==> src/rtl/apsk_frame_gen.sv <==
// rtl/apsk_frame_gen.sv - framed 16-APSK baseband source: preamble, PRBS15 payload, zero gap
// Packs offset-binary I/Q DAC words into gp_out; every output is registered.
module apsk_frame_gen #(
    parameter int SPS          = 4,
    parameter int PREAMBLE_LEN = 32,
    parameter int PAYLOAD_LEN  = 256,
    parameter int GAP_LEN      = 16
) (
    input  logic        clk_30p72,
    input  logic        rst_n,
    input  logic        enable,
    output logic [27:0] gp_out,
    output logic [7:0]  leds_out,
    output logic        sym_strobe,
    output logic        frame_start
);

    localparam int SCW     = (SPS > 1) ? $clog2(SPS) : 1;
    localparam int MAX_LEN = (PREAMBLE_LEN > PAYLOAD_LEN)
                             ? ((PREAMBLE_LEN > GAP_LEN) ? PREAMBLE_LEN : GAP_LEN)
                             : ((PAYLOAD_LEN > GAP_LEN) ? PAYLOAD_LEN : GAP_LEN);
    localparam int SYW     = (MAX_LEN > 1) ? $clog2(MAX_LEN) : 1;

    localparam logic [SCW-1:0] SAMPLE_LAST = SCW'(SPS - 1);
    localparam logic [SCW-1:0] SC_ONE      = SCW'(1);
    localparam logic [SYW-1:0] SY_ONE      = SYW'(1);
    localparam logic [SYW-1:0] PRE_LAST    = SYW'(PREAMBLE_LEN - 1);
    localparam logic [SYW-1:0] PAY_LAST    = SYW'(PAYLOAD_LEN - 1);
    localparam logic [SYW-1:0] GAP_LAST    = SYW'(GAP_LEN - 1);
    localparam logic [27:0]    GP_ZERO     = 28'h8002000;

    typedef enum logic [1:0] {
        IDLE     = 2'd0,
        PREAMBLE = 2'd1,
        PAYLOAD  = 2'd2,
        GAP      = 2'd3
    } state_t;

    state_t         state_q, state_d;
    logic [SCW-1:0] sample_cnt_q, sample_cnt_d;
    logic [SYW-1:0] sym_cnt_q, sym_cnt_d;
    logic [4:0]     frame_cnt_q, frame_cnt_d;
    logic [14:0]    lfsr_q, lfsr_d;
    logic [27:0]    gp_q, gp_d;
    logic [7:0]     leds_q, leds_d;
    logic           strobe_q, strobe_d;
    logic           fstart_q, fstart_d;

    logic [14:0]    lfsr_next;
    logic [3:0]     prbs_sym;
    logic           boundary;

    // Two's-complement value plus 8192 modulo 2^14 gives the offset-binary DAC code.
    function automatic logic [13:0] dac_word(input logic neg, input logic [12:0] mag);
        logic [13:0] v;
        v = neg ? (14'd0 - {1'b0, mag}) : {1'b0, mag};
        return v + 14'h2000;
    endfunction

    function automatic logic [27:0] map_sym(input logic [3:0] sym);
        logic [12:0] mi, mq;
        logic        si, sq;
        case (sym[1:0])
            2'd0:    begin mi = 13'd1448; mq = 13'd1448; end
            2'd1:    begin mi = 13'd5440; mq = 13'd1458; end
            2'd2:    begin mi = 13'd3982; mq = 13'd3982; end
            default: begin mi = 13'd1458; mq = 13'd5440; end
        endcase
        case (sym[3:2])
            2'd0:    begin si = 1'b0; sq = 1'b0; end
            2'd1:    begin si = 1'b1; sq = 1'b0; end
            2'd2:    begin si = 1'b1; sq = 1'b1; end
            default: begin si = 1'b0; sq = 1'b1; end
        endcase
        return {dac_word(si, mi), dac_word(sq, mq)};
    endfunction

    // Four PRBS15 steps in one cycle; the first bit produced lands in the symbol MSB.
    function automatic logic [18:0] prbs4(input logic [14:0] s);
        logic [14:0] t;
        logic [3:0]  sym;
        logic        b;
        t   = s;
        sym = 4'd0;
        for (int i = 3; i >= 0; i--) begin
            b      = t[14] ^ t[13];
            t      = {t[13:0], b};
            sym[i] = b;
        end
        return {t, sym};
    endfunction

    always_comb begin
        state_d      = state_q;
        sample_cnt_d = sample_cnt_q;
        sym_cnt_d    = sym_cnt_q;
        frame_cnt_d  = frame_cnt_q;
        lfsr_d       = lfsr_q;
        gp_d         = gp_q;
        strobe_d     = 1'b0;
        fstart_d     = 1'b0;
        {lfsr_next, prbs_sym} = prbs4(lfsr_q);
        boundary     = (sample_cnt_q == SAMPLE_LAST);

        if (state_q != IDLE) begin
            if (boundary) begin
                sample_cnt_d = '0;
                sym_cnt_d    = sym_cnt_q + SY_ONE;
                strobe_d     = 1'b1;
            end else begin
                sample_cnt_d = sample_cnt_q + SC_ONE;
            end
        end

        case (state_q)
            IDLE: begin
                gp_d = GP_ZERO;
                if (enable) begin
                    state_d      = PREAMBLE;
                    sample_cnt_d = '0;
                    sym_cnt_d    = '0;
                    gp_d         = map_sym(4'h2);
                    strobe_d     = 1'b1;
                    fstart_d     = 1'b1;
                end
            end
            PREAMBLE: begin
                if (boundary) begin
                    if (sym_cnt_q == PRE_LAST) begin
                        state_d   = PAYLOAD;
                        sym_cnt_d = '0;
                        gp_d      = map_sym(prbs_sym);
                        lfsr_d    = lfsr_next;
                    end else begin
                        gp_d = map_sym(sym_cnt_d[0] ? 4'hA : 4'h2);
                    end
                end
            end
            PAYLOAD: begin
                if (boundary) begin
                    if (sym_cnt_q == PAY_LAST) begin
                        state_d   = GAP;
                        sym_cnt_d = '0;
                        gp_d      = GP_ZERO;
                    end else begin
                        gp_d   = map_sym(prbs_sym);
                        lfsr_d = lfsr_next;
                    end
                end
            end
            default: begin
                gp_d = GP_ZERO;
                if (boundary && (sym_cnt_q == GAP_LAST)) begin
                    frame_cnt_d = frame_cnt_q + 5'd1;
                    sym_cnt_d   = '0;
                    if (enable) begin
                        state_d  = PREAMBLE;
                        gp_d     = map_sym(4'h2);
                        fstart_d = 1'b1;
                    end else begin
                        state_d  = IDLE;
                        strobe_d = 1'b0;
                    end
                end
            end
        endcase

        leds_d = {frame_cnt_d, enable, state_d};
    end

    always_ff @(posedge clk_30p72 or negedge rst_n) begin
        if (!rst_n) begin
            state_q      <= IDLE;
            sample_cnt_q <= '0;
            sym_cnt_q    <= '0;
            frame_cnt_q  <= '0;
            lfsr_q       <= 15'h7FFF;
            gp_q         <= GP_ZERO;
            leds_q       <= '0;
            strobe_q     <= 1'b0;
            fstart_q     <= 1'b0;
        end else begin
            state_q      <= state_d;
            sample_cnt_q <= sample_cnt_d;
            sym_cnt_q    <= sym_cnt_d;
            frame_cnt_q  <= frame_cnt_d;
            lfsr_q       <= lfsr_d;
            gp_q         <= gp_d;
            leds_q       <= leds_d;
            strobe_q     <= strobe_d;
            fstart_q     <= fstart_d;
        end
    end

    assign gp_out      = gp_q;
    assign leds_out    = leds_q;
    assign sym_strobe  = strobe_q;
    assign frame_start = fstart_q;

endmodule

==> config.mk <==
export PLATFORM = sky130hd
export DESIGN_NAME = apsk_frame_gen
export DESIGN_NICKNAME = d
export VERILOG_FILES = /design/src/rtl/apsk_frame_gen.sv
export SDC_FILE = /design/constraint.sdc
export NUM_CORES = 1
export LEC_CHECK = 0
export ABC_AREA = 0
export CAP_MARGIN = 20
export CORE_MARGIN = 2
export CORE_UTILIZATION = 45
export DETAILED_ROUTE_END_ITERATION = 16
export PLACE_DENSITY = 0.75
export REMOVE_ABC_BUFFERS = 1
export SYNTH_ARGS = -nofsm -noshare
export SYNTH_HDL_FRONTEND = slang
export SYNTH_SLANG_ARGS = --single-unit
==> constraint.sdc <==
create_clock -name clk_30p72 -period 2.6 [get_ports clk_30p72]
set_clock_uncertainty 0.2 [all_clocks]
set_input_delay 0.52 -clock clk_30p72 [delete_from_list [all_inputs] [get_ports clk_30p72]]
set_output_delay 0.52 -clock clk_30p72 [all_outputs]
set_load 0.05 [all_outputs]
==> metrics.txt <==
Cell Rows=30; Synth Instances=312; Worst slew margin=65.0%; final hold vios=0; GRT Total Usage=18.2%; RSZ-0062 raised after global routing=false; synthesized flop and latch total=58; worst hold slack=0.266 ns; fin util=56.7%; clock insertion delay at the later pin of the skew report=0.33 ns; Filler Cells Inserted=622; TritonRoute pass-1 iters=4; Top Family by Delay on Critical Path=simple AND/OR/NAND/NOR gates; Tmin final=2.41 ns; Starting DRT DRC Count=200; top cell type's share of synthesized area=32.2%; die footprint=0.00776 mm2; Synth area leaders=dfrtp_1 (32%), dfstp_2 (14%), ha_1 (5.1%); Power Density=428 mW/mm2; Ports=41; Max Slew Vio Count=0; global route overflow=0; wire per inst=14.1 um; top_reg_cell synth=dfrtp_1; Post-CTS Resized=0; Netlist Area Pre-Place=0.00318 mm2; final setup fails=0; CP arrival=2.47 ns; share of layout cells above drive strength 1=19.9%; Starting Density=46.6%; min-delay worst type=reg2reg; CP required=2.66 ns; Final period util=92.8%; sequential-to-total area share from yosys stat=46.3%; DR vias/cell=5.29; status=completed; Placed Cells=442; largest net degree at the start of global routing=31; largest stage delay on the critical path=0.49 ns; antenna cells=0; Synth area leader=dfrtp_1; first-pass GRT wire length=11000 um; fraction of registers with async set or reset after synthesis=100%; initial antenna violation count=0; count of input and output buffers=38; maximum fanout along the worst path=19; clk slew on worst S/H paths=0.07 ns; Core Area=0.00683 mm2; DRT antenna net count=0; startpoint types=flip-flop; CTS tree=done; Crit-path slowest cell=dfrtp_1; fin cells=458; YS warnings=0; via count=2422; Layout area overhead=21.8%; VDD IR max=0.000229 V; DRC=0; instance area after placement=0.00370 mm2; max cap viols=0; crit end category=flip-flop; Max H-tree Level=3; design area=0.00388 mm2; total CTS buffers=9; cell chain of the critical path=ha_1 > nand4_1 > nor2_1 > a221o_1 > buf_4 > mux2_2; synth unique cells=55; RePlAce Congestion=0.802; CP Class=reg2reg; Worst Max-Slew Pin Slew=0.523 ns; Max Freq=414 MHz; Post-synth EDFFs=0; Longest Clk Path Bufs=2; Buffers & Inverters on Critical Path=1; Chip Height=88.1 um; HPWL Detailed=4720 um; Post-CTS Setup Bufs=0; Root Buffer=clkbuf_8; CTS sink cnt=58; drt total wl=6470 um; Layout Nets=374; static leakage=0.00171 uW; DIE WIDTH=88.1 um; Synth Area per Inst=10.2 um2; vias in the first global route=2324
==> area by class of cell <==
class | count | area, um2 | area share (%)
clock buffer | 12 | 155 | 4.00
clock inverter | 3 | 15.0 | 0.387
inverter | 10 | 37.5 | 0.968
multi-input combinational | 220 | 1530 | 39.4
sequential | 58 | 1470 | 38.0
tap | 96 | 120 | 3.10
timing repair buffer | 59 | 548 | 14.1
==> timing repair <==
action | 4_1_cts | 5_1_grt
hold endpoints to repair | 18 | 0
endpoints found under the setup margin | 0 | 0
hold buffers | 1 | 0
==> report_power, final <==
| part | internal, uW | total [uW] | switching [uW] |
|---|---|---|---|
| Combinational | 8.17 | 36.3 | 28.2 |
| Sequential | 905 | 905 | 0.283 |
| Clock | 387 | 716 | 329 |
| Total | 1300 | 1660 | 357 |
==> path summary, 6_finish.rpt <==
check	to	depth (start not counted)	startpoint	slack (ns)
max in group asynchronous	lfsr_q[11]	3	rst_n	1.15
min reg2reg	frame_cnt_q[4]	1	frame_cnt_q[4]	0.27
min in group asynchronous	gp_out[21]	2	rst_n	0.47
max	lfsr_q[11]	6	sym_cnt_q[0]	0.19
min	frame_cnt_q[4]	1	frame_cnt_q[4]	0.27
max reg2reg	lfsr_q[11]	6	sym_cnt_q[0]	0.19
==> registers in the layout, indices dropped and copies added (netlist names) <==
signal,flops
frame_cnt_q,1
frame_start,1
gp_out,23
leds_out,7
lfsr_q,15
sample_cnt_q,2
sym_cnt_q,8
sym_strobe,1
==> worst register-to-register path, delay by kind of cell, from the launching register on <==
kind | cells | cell delay (ns)
adder cells (fa/ha/maj) | 1 | 0.30
flip-flops | 1 | 0.49
AND/OR/NAND/NOR | 2 | 0.51
AO/OA/AOI/OAI | 1 | 0.22
multiplexers | 1 | 0.37
buffers and inverters | 1 | 0.25
==> cells in the mapped netlist (2+ instances only) <==
cell type	instances
a21boi_0	3
a21o_1	2
a21oi_1	15
a221o_1	8
a22o_1	8
a31oi_1	4
a32oi_1	2
and2_1	5
and4_1	2
buf_2	6
buf_4	5
buf_6	2
clkbuf_1	9
dfrtp_1	41
dfstp_2	17
ha_1	13
inv_1	10
mux2_2	9
mux2_4	2
mux2i_1	7
nand2_1	32
nand2b_1	2
nand3_1	5
nand4_1	7
nor2_1	12
nor2b_1	3
nor3_1	2
nor4_1	2
o211ai_1	4
o21a_1	2
o21ai_0	28
o31ai_1	3
or2_2	2
or3_1	5
xnor2_1	5
xor2_1	9
==> logic make-up (layout without fill, tap and decap cells) <==
group	after synthesis	after routing	synth area share, %
AO/OA/AOI/OAI	89	89	19.0
adder cells (fa/ha/maj)	13	13	5.11
flip-flops	58	58	46.3
multiplexers	18	18	6.33
buffers and inverters	35	84	5.82
other	1	2	0.118
XOR/XNOR	15	15	4.37
AND/OR/NAND/NOR	83	83	13.0
==> stage by stage <==
step | setup TNS (ns) | power (uW) | setup WS, ns
4_1_cts | 0 | 1680 | 0.189
2_1_floorplan | -3.80 | 930 | -0.212
3_5_place_dp | 0 | 957 | 0.242
6_report | 0 | 1660 | 0.186
3_3_place_gp | 0 | 957 | 0.290
5_1_grt | 0 | 1720 | 0.00357
==> metal layers <==
metal / part of all wire [%] / routed length, um / track usage, % / up-vias
met1: 50 / 3240 / 26.6 / 1137
met3: 4.3 / 275 / 2.92 / 5
met5: 0 / 0 / 0 / -
met2: 45 / 2920 / 26.7 / 79
met4: 0.51 / 33 / 8.26 / 0
li1: - / - / - / 1201
==> placed cells by master, fill, tap and decap left out, drive strengths merged, types with 10 or more instances in the layout <==
master / instances
a21oi: 16
buf: 21
clkbuf: 12
clkdlybuf4s50: 37
dfrtp: 41
dfstp: 17
ha: 13
inv: 10
mux2: 11
nand2: 32
nor2: 13
o21ai: 29
xor2: 10
Power figures use the tool's default switching activity.
